## src/rtl/arb_pkg.sv

```systemverilog
// Shared defaults and types for the two-client request queue and its arbiter.
package arb_pkg;

  localparam int DEPTH = 4;
  localparam int DW    = 8;

  typedef logic       client_idx_t;
  typedef logic [1:0] req_vec_t;

endpackage

```

## src/rtl/arb_fifo.sv

```systemverilog
// One client queue: storage, wrapping pointers, occupancy count, full/empty and sticky overflow.
module arb_fifo
  import arb_pkg::*;
#(
  parameter int FDEPTH = DEPTH,
  parameter int FDW    = DW
) (
  input  logic                     clk,
  input  logic                     rst,
  input  logic                     push,
  input  logic [FDW-1:0]           data,
  input  logic                     pop,
  output logic [FDW-1:0]           head,
  output logic [$clog2(FDEPTH):0]  count,
  output logic                     full,
  output logic                     empty,
  output logic                     ovf
);

  localparam int AW = $clog2(FDEPTH);
  localparam int CW = AW + 1;

  logic [FDW-1:0] mem_q [FDEPTH];
  logic [FDW-1:0] mem_d [FDEPTH];
  logic [AW-1:0]  rptr_q, rptr_d;
  logic [AW-1:0]  wptr_q, wptr_d;
  logic [CW-1:0]  count_q, count_d;
  logic           ovf_q, ovf_d;
  logic           full_s, empty_s, push_ok_s, pop_ok_s;

  assign full_s    = (count_q == CW'(FDEPTH));
  assign empty_s   = (count_q == '0);
  // A full queue drops the push even if a pop frees a slot at the same edge.
  assign push_ok_s = push && !full_s;
  assign pop_ok_s  = pop && !empty_s;

  // Next-state for storage, pointers, count and overflow.
  always_comb begin
    mem_d   = mem_q;
    rptr_d  = rptr_q;
    wptr_d  = wptr_q;
    count_d = count_q;
    ovf_d   = ovf_q;
    if (push_ok_s) begin
      mem_d[wptr_q] = data;
      wptr_d        = wptr_q + AW'(1);
    end else begin
      ovf_d = ovf_q | push;
    end
    if (pop_ok_s) begin
      rptr_d = rptr_q + AW'(1);
    end else begin
      rptr_d = rptr_q;
    end
    case ({push_ok_s, pop_ok_s})
      2'b10:   count_d = count_q + CW'(1);
      2'b01:   count_d = count_q - CW'(1);
      default: count_d = count_q;
    endcase
  end

  // State registers with synchronous reset.
  always_ff @(posedge clk) begin
    if (rst) begin
      for (int i = 0; i < FDEPTH; i++) mem_q[i] <= '0;
      rptr_q  <= '0;
      wptr_q  <= '0;
      count_q <= '0;
      ovf_q   <= 1'b0;
    end else begin
      mem_q   <= mem_d;
      rptr_q  <= rptr_d;
      wptr_q  <= wptr_d;
      count_q <= count_d;
      ovf_q   <= ovf_d;
    end
  end

  assign head  = mem_q[rptr_q];
  assign count = count_q;
  assign full  = full_s;
  assign empty = empty_s;
  assign ovf   = ovf_q;

endmodule

```

## src/rtl/arb_req_queue.sv

```systemverilog
// Two per-client request queues feeding an external arbiter; dequeues on grant into an output register.
// Optional feature macro: ARB_REQ_QUEUE_STATS_EN adds saturating per-client pop counters.
module arb_req_queue
  import arb_pkg::*;
(
  input  logic            clk,
  input  logic            rst,
  input  logic            push0,
  input  logic [DW-1:0]   data0,
  input  logic            push1,
  input  logic [DW-1:0]   data1,
  output logic            full0,
  output logic            full1,
  output req_vec_t        request,
  input  req_vec_t        grant,
  output logic            out_valid,
  output logic [DW-1:0]   out_data,
  output client_idx_t     out_src,
`ifdef ARB_REQ_QUEUE_STATS_EN
  output logic [15:0]     pop_cnt0,
  output logic [15:0]     pop_cnt1,
`endif
  output logic [1:0]      ovf
);

  localparam int CW = $clog2(DEPTH) + 1;

  logic [DW-1:0] head0_s, head1_s;
  logic [CW-1:0] count0_s, count1_s;
  logic          empty0_s, empty1_s, ovf0_s, ovf1_s;
  logic          pop0_s, pop1_s;

  logic          out_valid_q, out_valid_d;
  logic [DW-1:0] out_data_q, out_data_d;
  client_idx_t   out_src_q, out_src_d;

  arb_fifo #(.FDEPTH(DEPTH), .FDW(DW)) u_fifo0 (
    .clk(clk), .rst(rst), .push(push0), .data(data0), .pop(pop0_s),
    .head(head0_s), .count(count0_s), .full(full0), .empty(empty0_s), .ovf(ovf0_s)
  );

  arb_fifo #(.FDEPTH(DEPTH), .FDW(DW)) u_fifo1 (
    .clk(clk), .rst(rst), .push(push1), .data(data1), .pop(pop1_s),
    .head(head1_s), .count(count1_s), .full(full1), .empty(empty1_s), .ovf(ovf1_s)
  );

  // Grant of 2'b11 favours client 1; a grant on an empty queue is stale and ignored.
  always_comb begin
    pop0_s = 1'b0;
    pop1_s = 1'b0;
    if (grant[1]) begin
      pop1_s = !empty1_s;
    end else if (grant[0]) begin
      pop0_s = !empty0_s;
    end else begin
      pop0_s = 1'b0;
      pop1_s = 1'b0;
    end
  end

  // Output register next-state: data and source hold when nothing is popped.
  always_comb begin
    out_valid_d = pop0_s | pop1_s;
    out_data_d  = out_data_q;
    out_src_d   = out_src_q;
    if (pop1_s) begin
      out_data_d = head1_s;
      out_src_d  = 1'b1;
    end else if (pop0_s) begin
      out_data_d = head0_s;
      out_src_d  = 1'b0;
    end else begin
      out_data_d = out_data_q;
      out_src_d  = out_src_q;
    end
  end

  // Output registers.
  always_ff @(posedge clk) begin
    if (rst) begin
      out_valid_q <= 1'b0;
      out_data_q  <= '0;
      out_src_q   <= 1'b0;
    end else begin
      out_valid_q <= out_valid_d;
      out_data_q  <= out_data_d;
      out_src_q   <= out_src_d;
    end
  end

  assign request   = {(count1_s != '0), (count0_s != '0)};
  assign out_valid = out_valid_q;
  assign out_data  = out_data_q;
  assign out_src   = out_src_q;
  assign ovf       = {ovf1_s, ovf0_s};

`ifdef ARB_REQ_QUEUE_STATS_EN
  logic [15:0] pop_cnt0_q, pop_cnt0_d, pop_cnt1_q, pop_cnt1_d;

  // Saturating accepted-pop counters.
  always_comb begin
    pop_cnt0_d = pop_cnt0_q;
    pop_cnt1_d = pop_cnt1_q;
    if (pop0_s && (pop_cnt0_q != 16'hFFFF)) begin
      pop_cnt0_d = pop_cnt0_q + 16'd1;
    end else begin
      pop_cnt0_d = pop_cnt0_q;
    end
    if (pop1_s && (pop_cnt1_q != 16'hFFFF)) begin
      pop_cnt1_d = pop_cnt1_q + 16'd1;
    end else begin
      pop_cnt1_d = pop_cnt1_q;
    end
  end

  // Counter registers.
  always_ff @(posedge clk) begin
    if (rst) begin
      pop_cnt0_q <= 16'd0;
      pop_cnt1_q <= 16'd0;
    end else begin
      pop_cnt0_q <= pop_cnt0_d;
      pop_cnt1_q <= pop_cnt1_d;
    end
  end

  assign pop_cnt0 = pop_cnt0_q;
  assign pop_cnt1 = pop_cnt1_q;
`endif

endmodule

```

## config.mk

```make
export PLATFORM = sky130hd
export DESIGN_NAME = arb_req_queue
export DESIGN_NICKNAME = d
export VERILOG_FILES = /design/src/rtl/arb_pkg.sv /design/src/rtl/arb_fifo.sv /design/src/rtl/arb_req_queue.sv
export SDC_FILE = /design/constraint.sdc
export NUM_CORES = 1
export LEC_CHECK = 0
export BUFFER_PORTS_ARGS = -buffer_cell sky130_fd_sc_hd__buf_2
export CAP_MARGIN = 10
export CORE_ASPECT_RATIO = 1.4
export CORE_MARGIN = 2
export CORE_UTILIZATION = 60
export DETAILED_ROUTE_END_ITERATION = 8
export PLACE_DENSITY = 0.9
export SLEW_MARGIN = 20
export SYNTH_ARGS = -nofsm -noshare
export SYNTH_HDL_FRONTEND = slang
export SYNTH_SLANG_ARGS = --single-unit
```

## constraint.sdc

```tcl
create_clock -name clk -period 2.8 [get_ports clk]
set_input_delay 0.56 -clock clk [delete_from_list [all_inputs] [get_ports clk]]
set_output_delay 0.56 -clock clk [all_outputs]
set_load 0.02 [all_outputs]
```

==> flow_results.org, run 1 <==
** STA
- Hold Violations, Final :: 0
- Number of max-slew violations in the final report :: 0
- Maximum clock rate :: 412 MHz
- Final count of negative-setup-slack endpoints :: 0
- Final cycle utilization of the critical path :: 86.7%
- The worst pin sits at a relative slew slack of 55.7%.
- The clock period could shrink to 2430 ps.
- For the final routed database, the setup TNS stands at 0 ps.
- At the pin with the least slew margin, the transition time is 664 ps.
- The clock arrives with 13.4 ps of skew.
- Setup repair after global routing left no endpoint under its margin.

** Synth
- #FFs+latches synth :: 90
- Part of the Yosys area used for sequential elements :: 40.3%
- Mean instance size in the synthesized netlist :: 9.37 um^2
- The number of nets in the synthesized netlist is 511.
- The cell count after synthesis came out at 477.
- Yosys synthesis warning count :: 0
- The synthesized netlist contains 36 unique library cells.
- Post-synth design cell area :: 0.00447 mm^2

** Clocking
- Cts bufs inserted :: 9
- For this design, the CTS-stage hold fixing added 0 buffers.
- After clock tree synthesis, the setup repair step added 0 buffers.
- Clock-pin slew was measured on the worst setup and hold paths at 80 ps.
- The longest clock path from root to sink contains 2 buffers.
- TritonCTS built the clock tree.
- Resized Gates After CTS :: 0
- Clk Latency, worst-skew pair :: 370 ps
- H-tree level count :: 3
- Root Driver :: clkbuf_8
- The clock drives 90 sinks.

** Critical path
- For this design, the slowest cell found on the critical path is dfxtp_1.
- Arrival time of data at the critical path endpoint :: 1870 ps
- Count of buffering cells on the critical path with inverters included :: 3
- Launching element type of the critical path :: register
- Kind of capture point of the worst setup path :: output port
- Critical path capture point :: full1
- For the worst flop-to-flop path, the logic depth is 8.
- Data on the critical path is required at its endpoint by 2240 ps.
- Number of gates on the worst path with buffers counted :: 4
- CP startpoint :: u_fifo1.count[2]$_SDFFE_PP0P_
- Traced cell by cell, the critical path runs through or3b_1 -> buf_4 -> inv_12 -> buf_2.
- In this design, the stage delay of the slowest critical-path cell is 430 ps.
- The critical path in this run is classified as register to output port.
- Setup slack on the worst reg-to-reg path comes out at 510 ps.
- Of all nets on the critical path, the largest fanout is 36.
- Broken down by cell family, the worst path's largest delay share belongs to buffers and inverters.
- In this run the critical register-to-register path is launched from u_fifo1.count[0]$_SDFFE_PP0P_.
- R2R Path End :: u_fifo1.count[2]$_SDFFE_PP0P_

** Finish
- Fin cells :: 581
- After the last flow step, the layout net total stands at 513.
- The post-route netlist has 16.9% of its cells at a drive strength greater than 1.
- Number of diodes added for antenna fixing :: 0
- From synthesis to final layout, the design area changed by 6.69%.

** Drt
- The first routing iteration left 413 violations.
- The detailed router placed 3875 vias in this run.
- The first TritonRoute pass finished after 5 iterations.
- Final wirelength :: 10.9 mm
- Highest layer used for signal routing :: met4
- Vias per std cell :: 6.67
- In the routed design, unresolved DRC markers number 0.
- In this run the remaining antenna-violating nets after routing total 0.
- After detailed routing, the average wire length per cell comes to 18.8 um.
- Detailed-route wire length on metal 1 :: 4.31 mm
- Met3 wirelength from detailed routing :: 669 um
- Met2 wire length :: 5.65 mm

** Floorplan
- Horizontal die dimension :: 76.9 um
- Core region area :: 0.00727 mm^2
- Initial standard-cell utilization of the core :: 61.5%
- Vertical die dimension :: 106 um
- The die covers 0.00816 mm^2.
- The floorplan has 37 rows.
- Number of top-level pins :: 38

** Global routing
- GR Util All Layers :: 27.5%
- Number of antenna violations at the first check in global routing :: 0
- Entering global routing, the biggest net connects 91 pins.
- Global routing finished with a remaining overflow of 0.
- Vias in the first global route :: 3748
- The first global-routing pass estimated 18.0 mm of wire.

** Placement
- At the end of routability-driven placement, the weighted congestion stood at 0.847.
- After detailed placement, the design holds a cell count of 565.
- Final HPWL DP :: 7.14 mm
- The count of buffers added on input and output ports is 37.

** Flow run
- Number of maximum-capacitance violations :: 0

** Power and ir drop
- For this design the ratio of total power to cell area is 777 mW/mm^2.
- Peak supply drop :: 0.502 mV
- Summed over all cells, the static leakage comes to 0.00163 uW.

** Outcome
- Result of the run :: finished clean

** Min path
- In this run the worst hold path is classified as register to register.
-- metal layers --
metal / GRT usage [%] / vias to the layer above
li1: - / 1830
met1: 33.6 / 1853
met2: 47.5 / 163
met3: 4.67 / 29
met4: 11.7 / 0
met5: 0 / -
-- flip-flops by register name, summed over array words and instances, names as in the netlist --
register and cells:
u_fifo1.mem_q 32, u_fifo0.wptr_q 2, u_fifo0.rptr_q 2, u_fifo1.rptr_q 2, out_valid 1, u_fifo1.wptr_q 2
u_fifo0.mem_q 32, u_fifo1.ovf 1, u_fifo0.ovf 1, u_fifo1.count 3, out_src 1, out_data 8
u_fifo0.count 3
-- kinds of logic after synthesis --
logic type               after synthesis  synth area share (%)
multiplexers                          16                  8.07
adder cells (fa/ha/maj)               12                  3.70
AO/OA/AOI/OAI                        168                  23.7
buffers and inverters                 86                  10.3
flip-flops                            90                  40.3
AND/OR/NAND/NOR                      100                  12.9
XOR/XNOR                               5                 0.980
-- cell usage after synthesis, drive strengths merged --
library cell	n	share of area [%]
buf	32	5.3
nand3	8	0.90
a211oi	5	0.84
clkbuf	23	2.0
a311oi	3	0.59
nor3	2	0.22
or4	1	0.17
nor2b	1	0.14
xor2	4	0.78
mux4	16	8.1
xnor2	1	0.20
a21oi	78	8.9
inv	22	2.2
o32ai	5	0.98
o21ai	11	1.2
or3	4	0.56
clkinv	9	0.76
nand2b	1	0.14
fa	2	0.90
dfxtp	90	40
ha	10	2.8
or3b	2	0.39
nand2	2	0.17
o31ai	66	11
nor2	15	1.3
nand4	64	9.0
-- per-stage QoR --
step           instance area (um^2)  worst slack [ps]  hold slack [ps]  utilization (%)  power (uW)
6_report                       4770               373              465             65.6        3700
5_1_grt                        4770               293              480             65.6        3890
4_1_cts                        4760               203              460             65.5        3700
3_5_place_dp                   4530               285              448             62.3        2700
3_3_place_gp                   4530               413              444             62.3        2650
2_1_floorplan                  4470               477              438                -        2460
-- placed cells by master, fill, tap and decap left out, types with 2 or more instances in the layout --
cell type and n:
dfxtp_1 90, a21oi_1 76, o31ai_1 65, nand4_1 64, buf_2 37, inv_1 20, mux4_2 16, nor2_1 15
clkbuf_8 11, o21ai_0 10, ha_1 10, clkinv_1 9, nand3_1 8, buf_4 8, o32ai_1 5, a211oi_1 5
or3_1 4, xor2_1 4, a311oi_1 3, nor3_1 2, or3b_1 2, nand2_1 2, a21oi_2 2, fa_1 2
bufinv_16 2
-- worst reg2reg max path, stage by stage, from the launching register on --
cell and delay (ps):
dfxtp_1 370, o31ai_4 540, inv_1 210, ha_1 280
inv_1 80, fa_1 180, xor2_1 80, or3_1 320
a21oi_1 150
-- how the worst min path moves through the flow --
stage / from / slack (ps) / depth (start not counted) / endpoint
after floorplan: u_fifo0.ovf$_SDFFE_PP0N_ / 440 / 2 / u_fifo0.ovf$_SDFFE_PP0N_
after global placement: out_data[7]$_SDFFE_PP0P_ / 440 / 2 / out_data[7]$_SDFFE_PP0P_
after detailed placement: out_data[7]$_SDFFE_PP0P_ / 450 / 2 / out_data[7]$_SDFFE_PP0P_
after CTS: data1[3] / 460 / 3 / u_fifo1.mem_q[11]$_SDFFE_PP0P_
after global routing: data1[0] / 480 / 3 / u_fifo1.mem_q[0]$_SDFFE_PP0P_
final: out_data[6]$_SDFFE_PP0P_ / 470 / 2 / out_data[6]$_SDFFE_PP0P_
-- report_power, final --
group          internal [uW]  switching (uW)  total [uW]
sequential              1430             156        1590
combinational            397             711        1110
clock                    552             456        1010
-- cell type report --
class	instances	area [um^2]
clock buffer	12	155
clock inverter	4	73.8
fill	600	2500
inverter	31	134
multi-input combinational	301	2220
sequential	90	1800
tap	97	121
timing repair buffer	46	265
Power figures use the tool's default switching activity.
==> run 2: changes to the inputs <==
--- a/config.mk
+++ b/config.mk
@@ -5,13 +5,16 @@
 export SDC_FILE = /design/constraint.sdc
 export NUM_CORES = 1
 export LEC_CHECK = 0
+export ABC_AREA = 1
 export BUFFER_PORTS_ARGS = -buffer_cell sky130_fd_sc_hd__buf_2
 export CAP_MARGIN = 10
+export CELL_PAD_IN_SITES_DETAIL_PLACEMENT = 1
+export CELL_PAD_IN_SITES_GLOBAL_PLACEMENT = 2
 export CORE_ASPECT_RATIO = 1.4
 export CORE_MARGIN = 2
-export CORE_UTILIZATION = 60
+export CORE_UTILIZATION = 34
 export DETAILED_ROUTE_END_ITERATION = 8
-export PLACE_DENSITY = 0.9
+export PLACE_DENSITY = 0.89
 export SLEW_MARGIN = 20
 export SYNTH_ARGS = -nofsm -noshare
 export SYNTH_HDL_FRONTEND = slang
==> run 2 against run 1 <==
  * Critical path depth is 5 higher
  * Design area is 0.18% lower
  * Die area is 63% higher
  * Critical path type is now register to register
  * Hold slack worse by 19 ps
  * Highest routed layer unchanged
  * Synthesized cell count is 23% higher
==> flow_results.org, run 2 <==
** Global routing
- Global routing consumed, on the met3 layer, 2.84% of the routing resources.
- Vias in the first global route :: 3917
- Wire length of the first global-routing pass :: 19.0 mm
- Congestion Overflow GR :: 0
- For this run, global-route usage on met2 was measured as 32.5%.
- Number of antenna violations at the first check in global routing :: 0
- Global routing consumed, over all layers together, 17.6% of the routing resources.
- The global routing stage identified its most utilized layer as met2.
- Global routing usage on met1 :: 20.4%
- Entering global routing, the biggest net connects 74 pins.

** Drt
- After detailed routing, the number of remaining DRC violations is 0.
- The detail route stage leaves a number of antenna-violating nets equal to 0.
- Routed vias :: 3793
- Length of the first detailed-routing pass in iterations :: 4
- Final wirelength :: 11.1 mm
- Vias per std cell :: 4.94
- In the final routed layout, each cell accounts on average for 14.5 um.
- After the first detailed-routing iteration, the DRC count stood at 118.

** Critical path
- The critical path goes through inv_2 -> a21oi_4 -> ha_1 -> inv_1 -> fa_1 -> a21oi_1 -> o21ai_0 -> o21ai_0 -> a21oi_1.
- Stage delay of the slowest cell on the critical path :: 390 ps
- Kind of capture point of the worst setup path :: register
- Biggest fanout along the worst timing path :: 10
- R2R Path End :: u_fifo1.count[2]$_SDFFE_PP0P_
- At the worst endpoint, the arrival time is 2380 ps.
- Worst setup path class :: register to register
- In this run the critical register-to-register path is launched from u_fifo1.count[2]$_SDFFE_PP0P_.
- The number of cells on the worst reg-to-reg path is 9.
- Worst R2R Setup Slack :: 650 ps
- Crit path required time :: 3030 ps
- Launching element type of the critical path :: register
- The largest individual stage delay along the critical path comes from the cell dfxtp_1.

** Power and ir drop
- Standby leakage power :: 0.00215 uW
- Power spread over the standard cell area amounts to 805 mW/mm^2.
- Peak supply drop :: 0.356 mV

** Min path
- Endpoint with the worst hold slack :: u_fifo1.ovf$_SDFFE_PP0N_
- The worst hold path begins at u_fifo1.ovf$_SDFFE_PP0N_.
- Along the worst hold path, the cell count comes to 2.
- The worst hold path belongs to the class register to register.

** STA
- PnR worst setup slack :: 652 ps
- Setup repair after global routing left no endpoint under its margin.
- Maximum clock rate :: 466 MHz
- Final cycle utilization of the critical path :: 76.7%
- Number of max-slew violations in the final report :: 0
- Summed over all failing endpoints, the final setup total negative slack is 0 ps.
- For the pin with the worst max-slew slack, the measured transition is 906 ps.
- Hold Violations, Final :: 0
- Max-Slew Margin vs Limit :: 39.6%
- Final Critical Period :: 2150 ps
- Final count of negative-setup-slack endpoints :: 0
- Clk_skew :: 5.80 ps

** Finish
- Most used cells in the layout excluding fill and tap cells :: 119 x nor2_1, 112 x nand2_1, 90 x dfxtp_1, 72 x o21ai_0, 51 x inv_1
- Area grow syn2layout :: 13.2%
- Nets@finish :: 647
- 0 antenna diodes ended up in the layout.
- Share of final-layout standard cells stronger than drive strength 1 :: 13.6%
- The library cell used most frequently in the layout, excluding fill and tap cells, is nor2_1.

** Synth
- After synthesis, the netlist uses 29 different library cells.
- Mean instance size in the synthesized netlist :: 7.19 um^2
- Summing the sequential cell areas from Yosys gives 42.8% of the chip area.
- Synth async-reset ratio :: 0%
- The synthesized netlist devotes 0% of its cell area to XOR and XNOR gates.
- After technology mapping, the gate count stands at 585.
- Synthesized-area fraction occupied by adder cells :: 3.93%
- Area share of and/or/nand/nor cells after synthesis :: 30.1%
- Summed over all instances, the cell type with the most area after synthesis is dfxtp_1.
- Cell types occupying the most area after synthesis :: dfxtp_1 43%, nor2_1 11%, nand2_1 10%
- Mux share of post-synthesis cell area :: 0%
- After synthesis, the largest family of logic cells by area is simple AND/OR/NAND/NOR gates.
- During synthesis, Yosys emitted a total of 0 warnings.
- #FFs+latches synth :: 90
- Most repeated cell in the gate-level netlist after synthesis :: nor2_1
- After synthesis, the largest area contributor takes up 42.8% of total cell area.
- Sorting the synthesized cells by how often they occur yields 119 x nor2_1, 112 x nand2_1, 90 x dfxtp_1, 72 x o21ai_0, 51 x inv_1.
- The synthesized netlist devotes 14.3% of its cell area to compound gates.
- Post-synth EDFFs :: 0
- Among all flip-flop cells after synthesis, the most frequent one is dfxtp_1.
- Summing every instance area after synthesis gives 0.00421 mm^2.
- Total nets after synthesis :: 619

** Clocking
- At the later pin of the worst-skew pair, clock insertion delay measures 340 ps.
- Post-CTS clock slew at the launch and capture registers of the worst setup and hold paths :: 60 ps
- For this design, the CTS-stage hold fixing added 0 buffers.
- CTS tree :: built
- Count of buffers added by post-CTS timing repair for setup :: 0
- The H-tree was split into 3 levels.
- Once the clock tree was built, the resizer swapped 0 gates to a different size.
- Buffers inserted during clock tree synthesis total 9.
- Root Driver :: clkbuf_16
- Max Buffers Root-to-Sink :: 2
- CTS sink count :: 90

** Floorplan
- For this configuration, the core starts out at a cell density of 34.5%.
- The core region is 0.0122 mm^2.
- Horizontal die dimension :: 98.0 um
- Standard-cell row count :: 48
- Number of top-level pins :: 38
- Die Outline Area :: 0.0133 mm^2
- The die is 136 um tall.

** Placement
- Pre-CTS setup slack :: 449 ps
- Final HPWL DP :: 7.93 mm
- Buffers placed on the I/O ports in this run total 37.
- The congestion estimate from routability-driven global placement came to 0.766.

** Flow run
- Number of maximum-capacitance violations :: 0

** Outcome
- The run finished with clean final reports.
[run 2: changes by cell type after synthesis, sizes merged, moves of 25 or more]
cell / change
nand2: +117
nor2: +112
o31ai: -66
o21ai: +65
nand4: -64
a21oi: -44
inv: +42
nand3: +25
[run 2: layout make-up]
class,instances,area [um^2]
clock buffer,11,253
clock inverter,5,38.8
fill,1572,7430
inverter,65,260
multi-input combinational,410,2030
sequential,90,1800
tap,150,188
timing repair buffer,37,185
[run 2: power breakdown]
| part | total [uW] | switching [uW] | leakage [uW] | internal (uW) |
|---|---|---|---|---|
| clock | 1180 | 528 | 0.000130 | 652 |
| sequential | 1600 | 149 | 0.000736 | 1450 |
| combinational | 1050 | 702 | 0.00129 | 348 |
| total | 3830 | 1380 | 0.00215 | 2450 |
[run 2: worst max-delay path by stage]
stage | start | end | slack (ps) | cells past startpoint
2_1_floorplan | grant[0] | u_fifo0.count[2]$_SDFFE_PP0P_ | 790 | 11
3_3_place_gp | grant[1] | u_fifo0.count[2]$_SDFFE_PP0P_ | 500 | 11
3_5_place_dp | grant[1] | u_fifo0.count[2]$_SDFFE_PP0P_ | 450 | 11
4_1_cts | u_fifo1.count[0]$_SDFFE_PP0P_ | u_fifo1.count[2]$_SDFFE_PP0P_ | 650 | 9
5_1_grt | u_fifo0.count[0]$_SDFFE_PP0P_ | u_fifo0.count[2]$_SDFFE_PP0P_ | 470 | 11
6_report | u_fifo1.count[2]$_SDFFE_PP0P_ | u_fifo1.count[2]$_SDFFE_PP0P_ | 650 | 9
[run 2: cells by family after synthesis]
group                    count (synthesis)
AND/OR/NAND/NOR                        283
AO/OA/AOI/OAI                          115
flip-flops                              90
buffers and inverters                   85
adder cells (fa/ha/maj)                 12
[run 2: per-stage QoR]
stage | total power (uW) | utilization [%] | instance area (um^2) | hold slack [ps] | std cells
floorplan | 2390 | - | 4210 | 422 | 585
global placement | 2650 | 36.6 | 4470 | 435 | 752
detailed placement | 2690 | 36.6 | 4470 | 440 | 752
CTS | 3880 | 39.0 | 4760 | 450 | 768
global route | 4070 | 39.0 | 4760 | 468 | 768
finish | 3830 | 39.0 | 4760 | 447 | 768
[run 2: routing by layer]
layer  share of wire (%)  vias up
met2                  52       48
met5                   0        -
met3                 2.9       16
li1                    -     1906
met1                  43     1823
met4                 1.8        0
[run 2: worst max-delay path, delay by kind of cell (launching register included)]
family                     cells  cell delay (ps)
AOI/OAI and AO/OA              5              880
adders and majority gates      2              590
DFF                            1              390
buffers and inverters          2              160
